===== src/rtl/glitch_pkg.sv =====
`default_nettype none
// ============================================================================
// Module   : glitch_pkg
// Brief    : Shared types and constants for the Wishbone glitch generator.
// Revision : 1.0 - initial release
// ============================================================================
package glitch_pkg;

    typedef enum logic [2:0] {
        ST_IDLE  = 3'd0,
        ST_ARMED = 3'd1,
        ST_DELAY = 3'd2,
        ST_PULSE = 3'd3,
        ST_GAP   = 3'd4
    } glitch_state_e;

    // Register offsets, in words (address bits [4:2])
    localparam logic [2:0] REG_CTRL   = 3'd0;
    localparam logic [2:0] REG_DELAY  = 3'd1;
    localparam logic [2:0] REG_WIDTH  = 3'd2;
    localparam logic [2:0] REG_GAP    = 3'd3;
    localparam logic [2:0] REG_REPEAT = 3'd4;
    localparam logic [2:0] REG_STATUS = 3'd5;

    localparam int CTRL_ARM     = 0;
    localparam int CTRL_SW_TRIG = 1;
    localparam int CTRL_ABORT   = 2;
    localparam int CTRL_CLR     = 3;

    localparam int STAT_STATE_LSB = 0;
    localparam int STAT_STATE_W   = 3;
    localparam int STAT_DONE_BIT  = 3;
    localparam int STAT_TOTAL_LSB = 16;
    localparam int STAT_TOTAL_W   = 16;

    function automatic logic [31:0] pack_status(
        input glitch_state_e st,
        input logic          done,
        input logic [15:0]   total
    );
        logic [31:0] s;
        s = '0;
        s[STAT_STATE_LSB +: STAT_STATE_W] = st;
        s[STAT_DONE_BIT]                  = done;
        s[STAT_TOTAL_LSB +: STAT_TOTAL_W] = total;
        return s;
    endfunction

endpackage
`default_nettype wire


===== src/rtl/glitch_seq.sv =====
`default_nettype none
// ============================================================================
// Module   : glitch_seq
// Brief    : Glitch sequencer FSM with delay/width/gap/repeat counters,
//            registered glitch output, sticky done and pulse totaliser.
// Revision : 1.0 - initial release
// ============================================================================
module glitch_seq
    import glitch_pkg::*;
#(
    parameter int CNT_W = 16
) (
    input  logic                 clk,
    input  logic                 reset,
    input  logic                 arm_i,
    input  logic                 trig_i,
    input  logic                 abort_i,
    input  logic                 clr_i,
    input  logic [CNT_W-1:0]     delay_i,
    input  logic [CNT_W-1:0]     width_i,
    input  logic [CNT_W-1:0]     gap_i,
    input  logic [CNT_W-1:0]     repeat_i,
    output glitch_state_e        state_o,
    output logic                 busy_o,
    output logic                 glitch_o,
    output logic                 done_o,
    output logic [15:0]          pulse_total_o
);

    localparam logic [CNT_W-1:0] ONE = CNT_W'(1);

    glitch_state_e    state_q, state_d;
    logic [CNT_W-1:0] cnt_q, cnt_d;
    logic [CNT_W-1:0] pnum_q, pnum_d;
    logic             glitch_q, glitch_d;
    logic             done_q, done_d;
    logic [15:0]      total_q, total_d;

    logic             w_pulse_end;
    logic             w_burst_end;
    logic [CNT_W-1:0] w_width_eff;
    logic [CNT_W-1:0] w_gap_eff;
    logic [CNT_W-1:0] w_repeat_eff;

    assign w_width_eff  = (width_i  == '0) ? ONE : width_i;
    assign w_gap_eff    = (gap_i    == '0) ? ONE : gap_i;
    assign w_repeat_eff = (repeat_i == '0) ? ONE : repeat_i;

    always_ff @(posedge clk) begin
        if (reset) begin
            state_q  <= ST_IDLE;
            cnt_q    <= '0;
            pnum_q   <= '0;
            glitch_q <= 1'b0;
            done_q   <= 1'b0;
            total_q  <= '0;
        end else begin
            state_q  <= state_d;
            cnt_q    <= cnt_d;
            pnum_q   <= pnum_d;
            glitch_q <= glitch_d;
            done_q   <= done_d;
            total_q  <= total_d;
        end
    end

    // cnt_q holds remaining cycles minus one in DELAY, PULSE and GAP
    always_comb begin
        state_d     = state_q;
        cnt_d       = cnt_q;
        pnum_d      = pnum_q;
        w_pulse_end = 1'b0;
        w_burst_end = 1'b0;
        if (abort_i) begin
            state_d = ST_IDLE;
        end else begin
            case (state_q)
                ST_IDLE: begin
                    if (arm_i) begin
                        state_d = ST_ARMED;
                    end
                end
                ST_ARMED: begin
                    if (trig_i) begin
                        pnum_d = '0;
                        if (delay_i == '0) begin
                            state_d = ST_PULSE;
                            cnt_d   = w_width_eff - ONE;
                        end else begin
                            state_d = ST_DELAY;
                            cnt_d   = delay_i - ONE;
                        end
                    end
                end
                ST_DELAY: begin
                    if (cnt_q == '0) begin
                        state_d = ST_PULSE;
                        cnt_d   = w_width_eff - ONE;
                    end else begin
                        cnt_d = cnt_q - ONE;
                    end
                end
                ST_PULSE: begin
                    if (cnt_q == '0) begin
                        w_pulse_end = 1'b1;
                        if (pnum_q == w_repeat_eff - ONE) begin
                            state_d     = ST_IDLE;
                            w_burst_end = 1'b1;
                        end else begin
                            state_d = ST_GAP;
                            cnt_d   = w_gap_eff - ONE;
                            pnum_d  = pnum_q + ONE;
                        end
                    end else begin
                        cnt_d = cnt_q - ONE;
                    end
                end
                ST_GAP: begin
                    if (cnt_q == '0) begin
                        state_d = ST_PULSE;
                        cnt_d   = w_width_eff - ONE;
                    end else begin
                        cnt_d = cnt_q - ONE;
                    end
                end
                default: begin
                    state_d = ST_IDLE;
                end
            endcase
        end
    end

    // A pulse is totalled when it completes; clr overrides a coincident update
    always_comb begin
        glitch_d = (state_d == ST_PULSE);
        done_d   = done_q;
        total_d  = total_q;
        if (clr_i) begin
            done_d  = 1'b0;
            total_d = '0;
        end else begin
            if (w_burst_end) begin
                done_d = 1'b1;
            end
            if (w_pulse_end && (total_q != 16'hFFFF)) begin
                total_d = total_q + 16'd1;
            end
        end
    end

    assign state_o       = state_q;
    assign busy_o        = (state_q != ST_IDLE);
    assign glitch_o      = glitch_q;
    assign done_o        = done_q;
    assign pulse_total_o = total_q;

endmodule
`default_nettype wire


===== src/rtl/wb_glitch_gen.sv =====
`default_nettype none
// ============================================================================
// Module   : wb_glitch_gen
// Brief    : Wishbone-controlled glitch pulse generator. Define
//            GLITCH_EXT_TRIG_EN to enable the synchronised ext_trig input.
// Revision : 1.0 - initial release
// ============================================================================
module wb_glitch_gen
    import glitch_pkg::*;
#(
    parameter logic [31:0] BASE_ADDR = 32'h3000_0100,
    parameter int          CNT_W     = 16
) (
    input  logic        clk,
    input  logic        reset,
    input  logic        i_wb_cyc,
    input  logic        i_wb_stb,
    input  logic        i_wb_we,
    input  logic [31:0] i_wb_addr,
    input  logic [31:0] i_wb_data,
    output logic        o_wb_ack,
    output logic        o_wb_stall,
    output logic [31:0] o_wb_data,
    input  logic        ext_trig,
    output logic        glitch,
    output logic        busy
);

    logic [CNT_W-1:0] delay_q;
    logic [CNT_W-1:0] width_q;
    logic [CNT_W-1:0] gap_q;
    logic [CNT_W-1:0] repeat_q;
    logic             ack_q;
    logic [31:0]      rdata_q, rdata_d;

    logic             w_hit;
    logic             w_wr;
    logic             w_rd;
    logic             w_ctrl_wr;
    logic             w_cfg_wr;
    logic [2:0]       w_off;
    logic             w_arm;
    logic             w_sw_trig;
    logic             w_abort;
    logic             w_clr;
    logic             w_trig;
    logic             w_busy;
    logic             w_done;
    logic [15:0]      w_total;
    glitch_state_e    w_state;
    logic [36:0]      w_unused_bits;

    assign w_hit     = i_wb_cyc && i_wb_stb && (i_wb_addr[31:8] == BASE_ADDR[31:8]);
    assign w_wr      = w_hit && i_wb_we;
    assign w_rd      = w_hit && !i_wb_we;
    assign w_off     = i_wb_addr[4:2];
    assign w_ctrl_wr = w_wr && (w_off == REG_CTRL);
    assign w_cfg_wr  = w_wr && !w_busy;

    assign w_arm     = w_ctrl_wr && i_wb_data[CTRL_ARM];
    assign w_sw_trig = w_ctrl_wr && i_wb_data[CTRL_SW_TRIG];
    assign w_abort   = w_ctrl_wr && i_wb_data[CTRL_ABORT];
    assign w_clr     = w_ctrl_wr && i_wb_data[CTRL_CLR];

    assign w_unused_bits = {i_wb_addr[7:5], i_wb_addr[1:0], i_wb_data};

`ifdef GLITCH_EXT_TRIG_EN
    logic sync1_q;
    logic sync2_q;
    logic sync3_q;
    logic edge_q;

    // Two-flop synchroniser, then a registered rising-edge detect
    always_ff @(posedge clk) begin
        if (reset) begin
            sync1_q <= 1'b0;
            sync2_q <= 1'b0;
            sync3_q <= 1'b0;
            edge_q  <= 1'b0;
        end else begin
            sync1_q <= ext_trig;
            sync2_q <= sync1_q;
            sync3_q <= sync2_q;
            edge_q  <= sync2_q && !sync3_q;
        end
    end

    assign w_trig = w_sw_trig || edge_q;
`else
    logic w_unused_ext;

    assign w_unused_ext = ext_trig;
    assign w_trig       = w_sw_trig;
`endif

    // Timing registers only accept writes while the sequencer is idle
    always_ff @(posedge clk) begin
        if (reset) begin
            delay_q  <= '0;
            width_q  <= CNT_W'(1);
            gap_q    <= CNT_W'(1);
            repeat_q <= CNT_W'(1);
        end else if (w_cfg_wr) begin
            case (w_off)
                REG_DELAY:  delay_q  <= i_wb_data[CNT_W-1:0];
                REG_WIDTH:  width_q  <= i_wb_data[CNT_W-1:0];
                REG_GAP:    gap_q    <= i_wb_data[CNT_W-1:0];
                REG_REPEAT: repeat_q <= i_wb_data[CNT_W-1:0];
                default: ;
            endcase
        end
    end

    always_comb begin
        rdata_d = '0;
        case (w_off)
            REG_DELAY:  rdata_d = 32'(delay_q);
            REG_WIDTH:  rdata_d = 32'(width_q);
            REG_GAP:    rdata_d = 32'(gap_q);
            REG_REPEAT: rdata_d = 32'(repeat_q);
            REG_STATUS: rdata_d = pack_status(w_state, w_done, w_total);
            default:    rdata_d = '0;
        endcase
    end

    always_ff @(posedge clk) begin
        if (reset) begin
            ack_q   <= 1'b0;
            rdata_q <= '0;
        end else begin
            ack_q   <= w_hit;
            rdata_q <= w_rd ? rdata_d : 32'd0;
        end
    end

    glitch_seq #(
        .CNT_W (CNT_W)
    ) u_seq (
        .clk           (clk),
        .reset         (reset),
        .arm_i         (w_arm),
        .trig_i        (w_trig),
        .abort_i       (w_abort),
        .clr_i         (w_clr),
        .delay_i       (delay_q),
        .width_i       (width_q),
        .gap_i         (gap_q),
        .repeat_i      (repeat_q),
        .state_o       (w_state),
        .busy_o        (w_busy),
        .glitch_o      (glitch),
        .done_o        (w_done),
        .pulse_total_o (w_total)
    );

    assign o_wb_ack   = ack_q;
    assign o_wb_stall = 1'b0;
    assign o_wb_data  = rdata_q;
    assign busy       = w_busy;

endmodule
`default_nettype wire


===== config.mk =====
export PLATFORM = sky130hd
export DESIGN_NAME = wb_glitch_gen
export DESIGN_NICKNAME = d
export VERILOG_FILES = /design/src/rtl/glitch_pkg.sv /design/src/rtl/glitch_seq.sv /design/src/rtl/wb_glitch_gen.sv
export SDC_FILE = /design/constraint.sdc
export NUM_CORES = 1
export LEC_CHECK = 0
export CAP_MARGIN = 10
export CORE_ASPECT_RATIO = 1.75
export CORE_MARGIN = 3
export CORE_UTILIZATION = 61
export CTS_CLUSTER_SIZE = 24
export DETAILED_ROUTE_END_ITERATION = 8
export PLACE_DENSITY = 0.9
export SLEW_MARGIN = 0
export SYNTH_ARGS = -nofsm -noshare
export SYNTH_HDL_FRONTEND = slang
export SYNTH_SLANG_ARGS = --single-unit

===== constraint.sdc =====
create_clock -name clk -period 7.7 [get_ports clk]
set_clock_uncertainty 0.15 [all_clocks]
set_input_delay 1.54 -clock clk [delete_from_list [all_inputs] [get_ports clk]]
set_output_delay 1.54 -clock clk [all_outputs]
set_load 0.01 [all_outputs]

**Word level (Yosys, flattened, before mapping)**

Index checks and enable logic that the tools add are counted.

- Bits in registers: 150
- Latch bits: 0
- Memory bits (writable): 0
- Bits in read-only memories: 0
- Input bits: 70
- Output and inout port bits: 36
- Word-level logic and storage cells: 99
- Memories kept: 0

- $add $sub $neg: 7
- Multiply operators: 0
- Div/mod/pow operators: 0
- Order comparisons: 0
- Eq/ne operators: 17
- Shift-type cells: 0
- Mux-type cells: 29
- Bitwise operators: 2
- Reductions and logical operators: 32

Operators by type and width:

| operator | count |
|---|---|
| $mux 16 | 11 |
| $pmux 32 s5 | 1 |
| $logic_not 16->1 | 5 |
| $sub 16x1->16 const B | 5 |
| $pmux 16 s3 | 1 |
| $add 16x1->16 const B | 2 |
| $pmux 16 s2 | 1 |
| $eq 24x22->1 const B | 1 |
| $mux 3 | 6 |
| $eq 16x16->1 | 1 |
| $ne 16x16->1 const B | 1 |
| $eq 3x2->1 const B | 5 |
| $pmux 3 s4 | 1 |
| $logic_and 1x1->1 | 11 |
| $eq 3x3->1 const B | 3 |
| $mux 1 | 8 |
| $reduce_and 2->1 | 4 |
| $eq 3x1->1 const B | 2 |
| $logic_not 3->1 | 2 |
| $reduce_bool 3->1 | 2 |
| $reduce_or 2->1 | 3 |
| $reduce_and 5->1 | 1 |
| $ne 2x1->1 const B | 2 |
| $reduce_and 4->1 | 1 |
| other kinds (5) | 7 |

**Longest topological paths before layout**

Gate-level depths: netlist of the first run.

- Depth after elaboration: 9
- Gate-level depth with buffers: 16
- Gate-level depth less buffers: 14

**Hierarchy**

From an unflattened synthesis of the first run, not the netlist that was laid out.

- Cells, all modules: 1035
- Area, all modules: 8857.2 um2

By module, submodules not included:

| module | instances | cells an instance | area an instance (um2) | seq. area each (um2) |
|---|---|---|---|---|
| glitch_seq | 1 | 625 | 4610.7 | 1061.0 |
| wb_glitch_gen | 1 | 410 | 4246.6 | 1941.9 |

**Worst setup path after synthesis of the first run**

OpenSTA, ideal clock, no wires.

- Path type: input port to flip-flop
- Start: input i_wb_addr[11]
- End: register u_seq.pnum_q[3]
- Library setup time: 59 ps
- Data arrival time: 3646 ps
- Data required time: 7491 ps
- Path slack: 3845 ps
- Stages on the path: 10
- Path buffers: 1
- Path through: nor4b_1 > nand4_1 > nor3_1 > clkbuf_1 > nand3_1 > nand2_1 > nor3_1 > or2_2 > or4_1 > nand2_1

- Cells in the longest elaborated chain, start to end: 7
- Elaborated cells on any way between the ends: 9
- Those cells by class: eq/ne: 2; bitwise: 1; reduce/logical: 6

RTL lines:

| what | line | text |
|---|---|---|
| start: declaration | wb_glitch_gen.sv:19 | `input logic [31:0] i_wb_addr,` |
| $eq 24x22->1 (*) | wb_glitch_gen.sv:53 | `assign w_hit = i_wb_cyc && i_wb_stb && (i_wb_addr[31:8] == BASE_ADDR[31:8]);` |
| $logic_and 1x1->1 (*) | wb_glitch_gen.sv:53 |  |
| $logic_and 1x1->1 (*) | wb_glitch_gen.sv:54 | `assign w_wr = w_hit && i_wb_we;` |
| $logic_and 1x1->1 (*) | wb_glitch_gen.sv:57 | `assign w_ctrl_wr = w_wr && (w_off == REG_CTRL);` |
| $logic_and 1x1->1 (on tied branches) | wb_glitch_gen.sv:61, wb_glitch_gen.sv:62 |  |
| $ne 2x1->1 (no source line) / $not 1->1 (equally long branches) | -- |  |
| $reduce_and 5->1 (no source line) (*) | -- |  |
| end signal: assignment | glitch_seq.sv:60 | `pnum_q <= pnum_d;` |
| end: declaration | glitch_seq.sv:34 | `logic [CNT_W-1:0] pnum_q, pnum_d;` |

Mark *: on every way between the ends. The rest lies on a longest branch, timed or not.
A chain may end at the register's enable or synchronous reset.

**Final worst setup path of the first run**

- Start: input i_wb_stb
- End: register u_seq.pnum_q[4]

- Cells in the longest elaborated chain, start to end: 7
- Elaborated cells on any way between the ends: 9
- Those cells by class: eq/ne: 1; bitwise: 1; reduce/logical: 7

RTL lines:

| what | line | text |
|---|---|---|
| start: declaration | wb_glitch_gen.sv:17 | `input logic i_wb_stb,` |
| $logic_and 1x1->1 (*) (2 in a row) | wb_glitch_gen.sv:53 |  |
| $logic_and 1x1->1 (*) | wb_glitch_gen.sv:54 |  |
| $logic_and 1x1->1 (*) | wb_glitch_gen.sv:57 |  |
| $logic_and 1x1->1 (on tied branches) | wb_glitch_gen.sv:61, wb_glitch_gen.sv:62 |  |
| $ne 2x1->1 (no source line) / $not 1->1 (equally long branches) | -- |  |
| $reduce_and 5->1 (no source line) (*) | -- |  |

Marked as above.

==> results by group, run 1 <==
Clocking
  – H-tree depth: 4
  – Post-CTS Setup Inserts: 0
  – CTS Hold Bufs: 0
  – CTS Buffer Depth: 2
  – Post-cts resize count: 0
  – Clock latency at the later pin of the worst-skew pair: 0.43 ns
  – CTS clk-pin slew, worst paths: 0.07 ns
  – CTS tree: built
  – Num CTS Buffers: 17
  – Clock root cell: clkbuf_16
  – Sink Count: 150

Layout
  – Nets: 1,206
  – Layout overhead on the synthesized area: 16.14%
  – Commonest non-fill, non-tap cell in the layout: nand2_1
  – Layout filler cell count: 967
  – Antenna fix cells: 0
  – Layout cell share with drive strength beyond 1: 6.228%
  – Most frequent cells in the layout: nand2_1, dfxtp_1, a21oi_1

Yosys
  – Count of cell types in the netlist: 68
  – Synth Cell Area: 0.008340 mm^2
  – Synth warn: 0
  – Seq cells post-synth: 150
  – Post-Syn Nets: 1,166
  – Post-synth ARST share: 0%
  – Mean Syn Cell Area: 7.673 um^2
  – Post-synth EDFFs: 0
  – Sequential cell area fraction in the yosys report: 36.00%
  – Main synth FF type: dfxtp_1
  – Mapped Cells: 1,087

Power and ir drop
  – LEAKAGE: 3.584 nW
  – Worst IR Drop VDD: 0.0001538 V
  – Power per Cell Area: 170.3 mW/mm^2
  – Total power: 0.001649 W

Route
  – Initial drt markers: 815
  – Antenna-violating nets left: 0
  – DR vias/cell: 6.414
  – Vias after detailed routing: 8,409
  – Routed len/inst: 19.50 um
  – Post-route DRC violation count: 0
  – First drt pass iteration count: 5
  – Final WL: 25.57 mm

GRT
  – Largest net degree at the start of global routing: 90
  – Initial antenna violation count: 0
  – GRT Total Usage: 34.15%
  – Vias in the first global route: 8,342
  – Grt total ovfl: 0
  – Global-route wire length before repair: 40.83 mm

Run status
  – Outcome: finished clean

Setup path
  – CP max-delay cell: nor3_1
  – Worst Path Required: 7.90 ns
  – Worst setup path class: in -> reg
  – CP Cell Sequence: clkdlybuf4s50_1, nor4bb_1, nand4_1, nor3_1, and3_1, nor2_1, a21oi_2, o21ai_0, a21oi_1
  – Maximum fanout along the worst path: 26
  – Critical path startpoint category: input pin
  – CP max stage delay: 1.05 ns
  – Data arrival, critical path: 5.35 ns
  – Crit end category: flop

Die
  – Core area: 0.01314 mm^2
  – IO Pins: 106
  – Die ar.: 0.01517 mm^2
  – Initial Util: 63.46%
  – Die X: 94.39 um
  – Die height: 160.7 um
  – Rows: 55

Hold path
  – Hold WC Path Type: reg -> reg

Timing
  – Fin Setup TNS: 0 ns
  – RSZ-0062 raised after global routing: no
  – Endpoints failing hold: 0
  – Final period utilization: 66.90%
  – Slew HR: 18.07%
  – Max Fclk: 0.1941 GHz
  – Max Slew Vio Count: 0
  – Setup-failing EPs final: 0
  – Period minus WS final: 5.151 ns
  – Tightest Pin Transition: 1.229 ns

Placed design
  – Global placement routability congestion: 1.005
  – Port Buffers: 82
  – Final HPWL DP: 18.34 mm

Job
  – Max-cap viol count: 0
## metrics by stage
stage / std cells / utilization (%) / cell area, um^2 / setup WS, ns / hold slack, ns
floorplan: 1087 / - / 8341 / 3.845 / 0.2846
global placement: 1279 / 69.27 / 9105 / 2.391 / 0.3013
detailed placement: 1279 / 69.27 / 9105 / 2.258 / 0.3103
CTS: 1311 / 73.70 / 9687 / 2.676 / 0.3308
global route: 1311 / 73.70 / 9687 / 2.234 / 0.3570
finish: 1311 / 73.70 / 9687 / 2.549 / 0.3335
## power by group
group | total (W) | switching, W | internal (W)
Sequential | 0.000775 | 0.000000000000921 | 0.000775
Combinational | 0.0000593 | 0.0000333 | 0.0000261
Clock | 0.000815 | 0.000383 | 0.000432
Total | 0.00165 | 0.000416 | 0.00123
## critical path, delay by kind of cell
family,cells,cell delay [ns]
simple gates,5,2.18
compound gates,3,1.18
buf+inv,1,0.45
## final timing paths
kind,from,end,slack (ns),depth (start not counted)
worst max-delay path,i_wb_stb,u_seq.pnum_q[4],2.55,9
worst min-delay path,u_seq.done_o,u_seq.done_o,0.33,2
worst max register to register,repeat_q[8],u_seq.cnt_q[15],2.90,13
worst min register to register,u_seq.done_o,u_seq.done_o,0.33,2
## cell type report
cell class | instances | area, um^2 | area share [%]
clock buffer | 17 | 425.4 | 4.392
inverter | 18 | 67.56 | 0.6975
multi-input combinational | 855 | 4982 | 51.43
clock inverter | 15 | 156.4 | 1.615
timing repair buffer | 85 | 838.3 | 8.654
sequential | 150 | 3003 | 31.00
tap | 171 | 214.0 | 2.209
## synth_stat cells (3+ instances only)
cell type | count | area, um^2
nand2_1 | 183 | 686.9
dfxtp_1 | 150 | 3003
a21oi_1 | 112 | 560.5
nor2_1 | 105 | 394.1
clkbuf_1 | 51 | 191.4
xor2_1 | 40 | 350.3
nor3_1 | 39 | 195.2
xnor2_1 | 35 | 306.5
o21ai_0 | 32 | 160.2
nand3_1 | 24 | 120.1
and2_1 | 22 | 137.6
a22oi_1 | 21 | 157.7
nor4_1 | 19 | 118.9
inv_1 | 18 | 67.56
or3_1 | 18 | 112.6
or4_1 | 18 | 135.1
and3_1 | 17 | 106.4
o31ai_1 | 13 | 97.59
mux2i_1 | 12 | 120.1
a211oi_1 | 11 | 82.58
mux2_2 | 11 | 123.9
a221oi_1 | 9 | 78.83
ha_1 | 9 | 112.6
nand4_1 | 8 | 50.05
nor2b_1 | 8 | 50.05
nor3b_1 | 8 | 60.06
o22ai_1 | 8 | 50.05
nand3b_1 | 6 | 45.04
or2_2 | 6 | 37.54
a31oi_1 | 5 | 31.28
o21ai_1 | 5 | 25.02
buf_2 | 4 | 20.02
buf_6 | 4 | 45.04
o211ai_1 | 4 | 30.03
o21a_1 | 4 | 30.03
buf_4 | 3 | 22.52
nand2b_1 | 3 | 18.77
o21bai_1 | 3 | 22.52
o41ai_1 | 3 | 26.28
## layer usage
metal | global-route usage [%] | vias to the layer above | wire, um
met1 | 34.06 | 3803 | 8346
li1 | - | 3914 | -
met2 | 58.67 | 523 | 12780
met3 | 7.310 | 169 | 2015
met5 | 0 | - | 0
met4 | 28.60 | 0 | 2429
## flip-flops by register name, summed over array words and instances (netlist names)
name	cells
u_seq.pnum_q	16
u_seq.pulse_total_o	16
u_seq.done_o	1
delay_q	16
gap_q	16
o_wb_data	32
width_q	16
u_seq.cnt_q	16
u_seq.state_o	3
o_wb_ack	1
repeat_q	16
u_seq.glitch_o	1
## cell families (layout without fill, tap and decap cells)
| family | count (synthesis) | count (layout) | synth area share [%] |
|---|---|---|---|
| other | 1 | 1 | 0.04496 |
| xor gates and xnor gates | 75 | 75 | 7.876 |
| adders and majority gates | 9 | 9 | 1.350 |
| AOI/OAI and AO/OA | 243 | 243 | 17.85 |
| buffers and inverters | 82 | 135 | 4.260 |
| DFF | 150 | 150 | 36.00 |
| muxes | 23 | 23 | 2.925 |
| and+or+nand+nor | 504 | 504 | 29.69 |
Power figures use the tool's default switching activity.
==> run 2, diff against run 1 <==
--- a/config.mk
+++ b/config.mk
@@ -8,10 +8,10 @@
 export CAP_MARGIN = 10
 export CORE_ASPECT_RATIO = 1.75
 export CORE_MARGIN = 3
-export CORE_UTILIZATION = 61
+export CORE_UTILIZATION = 56
 export CTS_CLUSTER_SIZE = 24
 export DETAILED_ROUTE_END_ITERATION = 8
-export PLACE_DENSITY = 0.9
+export PLACE_DENSITY = 0.84
 export SLEW_MARGIN = 0
 export SYNTH_ARGS = -nofsm -noshare
 export SYNTH_HDL_FRONTEND = slang
==> constraint.sdc (replaced) <==
create_clock -name clk -period 5.26 [get_ports clk]
set_clock_uncertainty 0.15 [all_clocks]
set_input_delay 1.052 -clock clk [delete_from_list [all_inputs] [get_ports clk]]
set_output_delay 1.052 -clock clk [all_outputs]
set_load 0.01 [all_outputs]
==> results by group, run 2 (same netlist as run 1, synthesis figures left out) <==
Clocking
  – Num CTS Buffers: 17
  – Sink Count: 150
  – Clock latency at the later pin of the worst-skew pair: 0.44 ns
  – CTS tree: built
  – CTS clk-pin slew, worst paths: 0.07 ns
  – CTS Buffer Depth: 2
  – Post-cts resize count: 0
  – Clock root cell: clkbuf_16
  – H-tree depth: 4
  – CTS Hold Bufs: 0
  – Post-CTS Setup Inserts: 0

Die
  – Die X: 98.26 um
  – Rows: 58
  – Die ar.: 0.01645 mm^2
  – IO Pins: 106
  – Die height: 167.4 um
  – Initial Util: 57.47%
  – Core area: 0.01451 mm^2

Route
  – Post-route DRC violation count: 0
  – Routed len/inst: 18.78 um
  – Antenna-violating nets left: 0
  – Final WL: 24.98 mm
  – Initial drt markers: 776
  – Vias after detailed routing: 8,222
  – First drt pass iteration count: 7
  – DR vias/cell: 6.182

GRT
  – GRT Total Usage: 30.09%
  – Vias in the first global route: 7,842
  – Largest net degree at the start of global routing: 85
  – Global-route wire length before repair: 39.91 mm
  – Initial antenna violation count: 0
  – Grt total ovfl: 0

Setup path
  – Worst Path Required: 5.44 ns
  – Data arrival, critical path: 4.44 ns
  – Critical path startpoint category: flop
  – Maximum fanout along the worst path: 17
  – Worst setup path class: reg -> reg
  – Crit end category: flop

Placed design
  – Port Buffers: 82
  – Global placement routability congestion: 0.9886
  – Final HPWL DP: 18.67 mm

Timing
  – Period minus WS final: 4.254 ns
  – Endpoints failing hold: 0
  – Final period utilization: 80.88%
  – RSZ-0062 raised after global routing: no
  – Slew HR: 39.13%
  – Setup-failing EPs final: 0
  – Max Fclk: 0.2351 GHz
  – Fin Setup TNS: 0 ns
  – Max Slew Vio Count: 0
  – Tightest Pin Transition: 0.9130 ns

Power and ir drop
  – Switching Share: 25.53%
  – LEAKAGE: 3.634 nW
  – P_sw: 0.0006201 W
  – Sequential power share: 46.7%
  – Worst IR Drop VDD: 0.0001635 V
  – Int Power: 0.001809 W
  – Clk network pwr share: 49.6%
  – Combinational power share: 3.7%
  – Power per Cell Area: 248.5 mW/mm^2
  – Total power: 0.002429 W

Run status
  – Outcome: finished clean

Layout
  – Antenna fix cells: 0
  – Layout cell share with drive strength beyond 1: 7.043%
  – Nets: 1,216
  – Commonest non-fill, non-tap cell in the layout: nand2_1
  – Layout overhead on the synthesized area: 17.21%
  – Most frequent cells in the layout: nand2_1, dfxtp_1, a21oi_1
  – Number of flip-flops in the largest register: 32

Job
  – Max-cap viol count: 0

Hold path
  – Hold WC Path Type: reg -> reg
[run 2: cell count changes in the layout (fill, tap and decap cells not counted), sizes merged]
cell | previous run | this run
buf | 4 | 14
[run 2: final timing paths]
path                                      start          endpoint  slack [ns]  cells after the start
worst min register to register  u_seq.cnt_q[14]   u_seq.cnt_q[14]        0.34                      2
worst max-delay path                repeat_q[8]  u_seq.pnum_q[14]        1.01                     14
worst min-delay path            u_seq.cnt_q[14]   u_seq.cnt_q[14]        0.34                      2
worst max register to register      repeat_q[8]  u_seq.pnum_q[14]        1.01                     14
[run 2: final cells by class]
cell class / instances / area (um^2)
clock buffer: 17 / 425.4
clock inverter: 15 / 158.9
fill: 1254 / 4738
inverter: 18 / 67.56
multi-input combinational: 855 / 4982
sequential: 150 / 3003
tap: 180 / 225.2
timing repair buffer: 95 / 913.4
[run 2: worst max-delay path, cell delays in order (launching register included)]
cell      delay [ns]
dfxtp_1         0.39
or4_1           0.68
nor2_2          0.24
a21oi_1         0.13
ha_1            0.26
inv_1           0.15
a21oi_1         0.09
a211oi_1        0.25
a31oi_1         0.07
nor4_1          0.45
nand4_4         0.25
a21oi_2         0.58
buf_4           0.24
nor3_1          0.05
o21a_1          0.16
[run 2: power by group through the flow]
stage          combinational, W  clock (W)  sequential [W]
2_1_floorplan         0.0000309          0         0.00116
3_3_place_gp          0.0000864          0         0.00116
3_5_place_dp          0.0000871          0         0.00116
4_1_cts               0.0000874    0.00121         0.00113
5_1_grt               0.0000933    0.00126         0.00113
6_report              0.0000893    0.00120         0.00113
[run 2: layer usage]
metal | GRT usage [%] | up-vias | routed length, um
met2 | 53.18 | 355 | 12850
li1 | - | 3930 | -
met3 | 5.044 | 125 | 1308
met4 | 20.93 | 0 | 1958
met1 | 32.06 | 3812 | 8866
met5 | 0 | - | 0
[run 2: stage by stage]
step	hold slack (ns)	setup slack [ns]	instances	util (%)	instance area [um^2]
finish	0.3375	1.006	1330	67.35	9776
detailed placement	0.3297	1.043	1298	63.33	9191
floorplan	0.2846	1.697	1087	-	8341
CTS	0.3433	1.046	1330	67.35	9776
global route	0.3535	0.6798	1330	67.35	9776
global placement	0.3023	1.077	1298	63.33	9191
==> RTL change 1, RTL diff (settings of run 2) <==
Build with the macro `GLITCH_EXT_TRIG_EN` defined.
--- a/src/rtl/wb_glitch_gen.sv
+++ b/src/rtl/wb_glitch_gen.sv
@@ -6,4 +6,6 @@
 // Revision : 1.0 - initial release
 // ============================================================================
+`define GLITCH_EXT_TRIG_EN
+
 module wb_glitch_gen
     import glitch_pkg::*;
Behaviour: not the same (Yosys sat finds a counterexample within 10 cycles, from zero or initial values and one cycle with reset high).
==> RTL change 1 against run 2 <==
Count of clock-buffer cells in the layout up 1; area after synthesis rose by 2.8%; cell count rose by 3.2%; total power grew 6.3%; cell area up 4.3%; wire length increased by 6.1%; sequential cell count grew 4; worst setup slack got worse by 0.24 ns; die area grew 2.6%; synthesized cell count increased by 2.7%; largest cell class unchanged; utilization rose by 1.0 points.
==> RTL change 1: results (changes against run 2) <==
[status]
status=complete, no violations

[synthesis]
synthAdderAreaFrac_pct=1.022  ; -0.33 points
synth.area.mux_share_pct=1.737  ; -1.2 points
synthTopCellsByArea=dfxtp_1, nand2_1, a21oi_1
ys_types=72  ; +5.9%
ys_async_sr_fraction_pct=0  ; unchanged
synth-compound-area-share_pct=19.38  ; +1.5 points
synth-seq-area-share_pct=35.97  ; -0.038 points
synth_nets=1193  ; +2.3%
synth-xor-area-share_pct=7.459  ; -0.42 points
netlist_top_cells_count=nand2_1, dfxtp_1, a21oi_1
yosys_warnings=0  ; unchanged
syn_inst=1116  ; +2.7%
synth-edff-count=0  ; unchanged

[drt]
drtIter0Drc=821  ; +5.8%
finalWirelength_um=26500  ; +6.1%
first_pass_iters=5  ; -2
drt-wirelength-per-cell_um=19.31  ; +2.8%
routed_via_density=6.346  ; +2.7%

[cts]
cts_setup_buffers=0  ; unchanged
clk_pin_slew_ns=0.07  ; about the same
cts-htree-levels=4  ; unchanged
postCtsHoldBufs=0  ; unchanged
clk_latency_ns=0.43
cts_buffers=17  ; unchanged
post_cts_resized=0  ; unchanged
root_buffer=clkbuf_16
cts_buffer_depth=2  ; unchanged

[grt]
grt_pass1_wl_um=42530  ; +6.6%
antenna_found_initial=0  ; unchanged
grt_usage_pct=31.42  ; +1.3 points
grt_max_degree=83  ; -2.4%
grt_pass1_vias=8432  ; +7.5%

[sta]
worst_pin_slew_ns=0.9868  ; +0.07379 ns

[layout]
drive_gt1_share_pct=7.569  ; +0.53 points
layout.nets=1253  ; +3.0%
antennaDiodeCount=0  ; unchanged
largest_reg_flops=32  ; unchanged

[power]
irDropWorstVdd_v=0.0001866  ; +14%
p_leak_uw=0.003513  ; -3.3%
switching_share_pct=23.45  ; -2.1 points

[placement]
routabilityCongestion=0.9807  ; -0.80%
placed_area_sq_um=9570  ; +4.1%
portBuffers=83  ; +1.2%
dpl.hpwl_um=19420  ; +4.0%

[worst_hold_path]
min_path_type=reg2reg

[critical_path]
crit_fanout=12  ; -5
cp.arrival_ns=4.61  ; +0.17 ns

[RTL change 1: power groups by stage]
stage,combinational [uW],sequential [uW],clock [uW]
after floorplan,34.9,1190,0
after global placement,90.2,1190,0
after detailed placement,91.3,1190,0
after CTS,91.8,1170,1320
after global routing,98.8,1170,1370
final,94.1,1170,1320
[RTL change 1: logic make-up after synthesis]
kind of cell	after synthesis
adders and majority gates	7
other	1
buffers and inverters	91
xor gates and xnor gates	73
muxes	14
DFF	154
AOI/OAI and AO/OA	254
and+or+nand+nor	522
[RTL change 1: routing by layer]
layer / share of wire [%] / up-vias / wire, um / track usage (%)
met5: 0 / - / 0 / 0
met4: 7.2 / 0 / 1908 / 21.34
li1: - / 4124 / - / -
met1: 36 / 4008 / 9480 / 33.42
met2: 51 / 434 / 13630 / 55.88
met3: 5.6 / 141 / 1476 / 5.183
[RTL change 1: critical path, cell delays in order (launching register included)]
cell	delay, ns
dfxtp_1	0.51
nor4_2	0.09
buf_4	0.18
a41oi_1	0.32
ha_1	0.25
or3b_2	0.50
or4_1	0.45
nor3_1	0.19
a31oi_1	0.08
nor4_1	0.49
nand4_1	0.58
nand2_1	0.42
o31ai_1	0.12
[RTL change 1: final timing paths]
kind | from | endpoint | slack (ns) | depth (start not counted)
min reg2reg | sync3_q | edge_q | 0.25 | 1
min | sync3_q | edge_q | 0.25 | 1
max reg2reg | repeat_q[8] | u_seq.cnt_q[14] | 0.77 | 12
max | repeat_q[8] | u_seq.cnt_q[14] | 0.77 | 12
[RTL change 1: layout make-up]
type / instances / area (sq um)
Fill cell: 1248 / 4712
Clock buffer: 18 / 429.2
Timing Repair Buffer: 111 / 1036
Multi-Input combinational cell: 871 / 5144
Sequential cell: 154 / 3083
Tap cell: 183 / 229.0
Clock inverter: 14 / 200.2
Inverter: 21 / 78.83
[RTL change 1: stage by stage]
step	utilization (%)	worst slack, ns
2_1_floorplan	-	1.604
3_3_place_gp	64.18	0.9789
3_5_place_dp	64.18	0.8552
4_1_cts	68.40	0.7491
5_1_grt	68.40	0.5046
6_report	68.40	0.7698
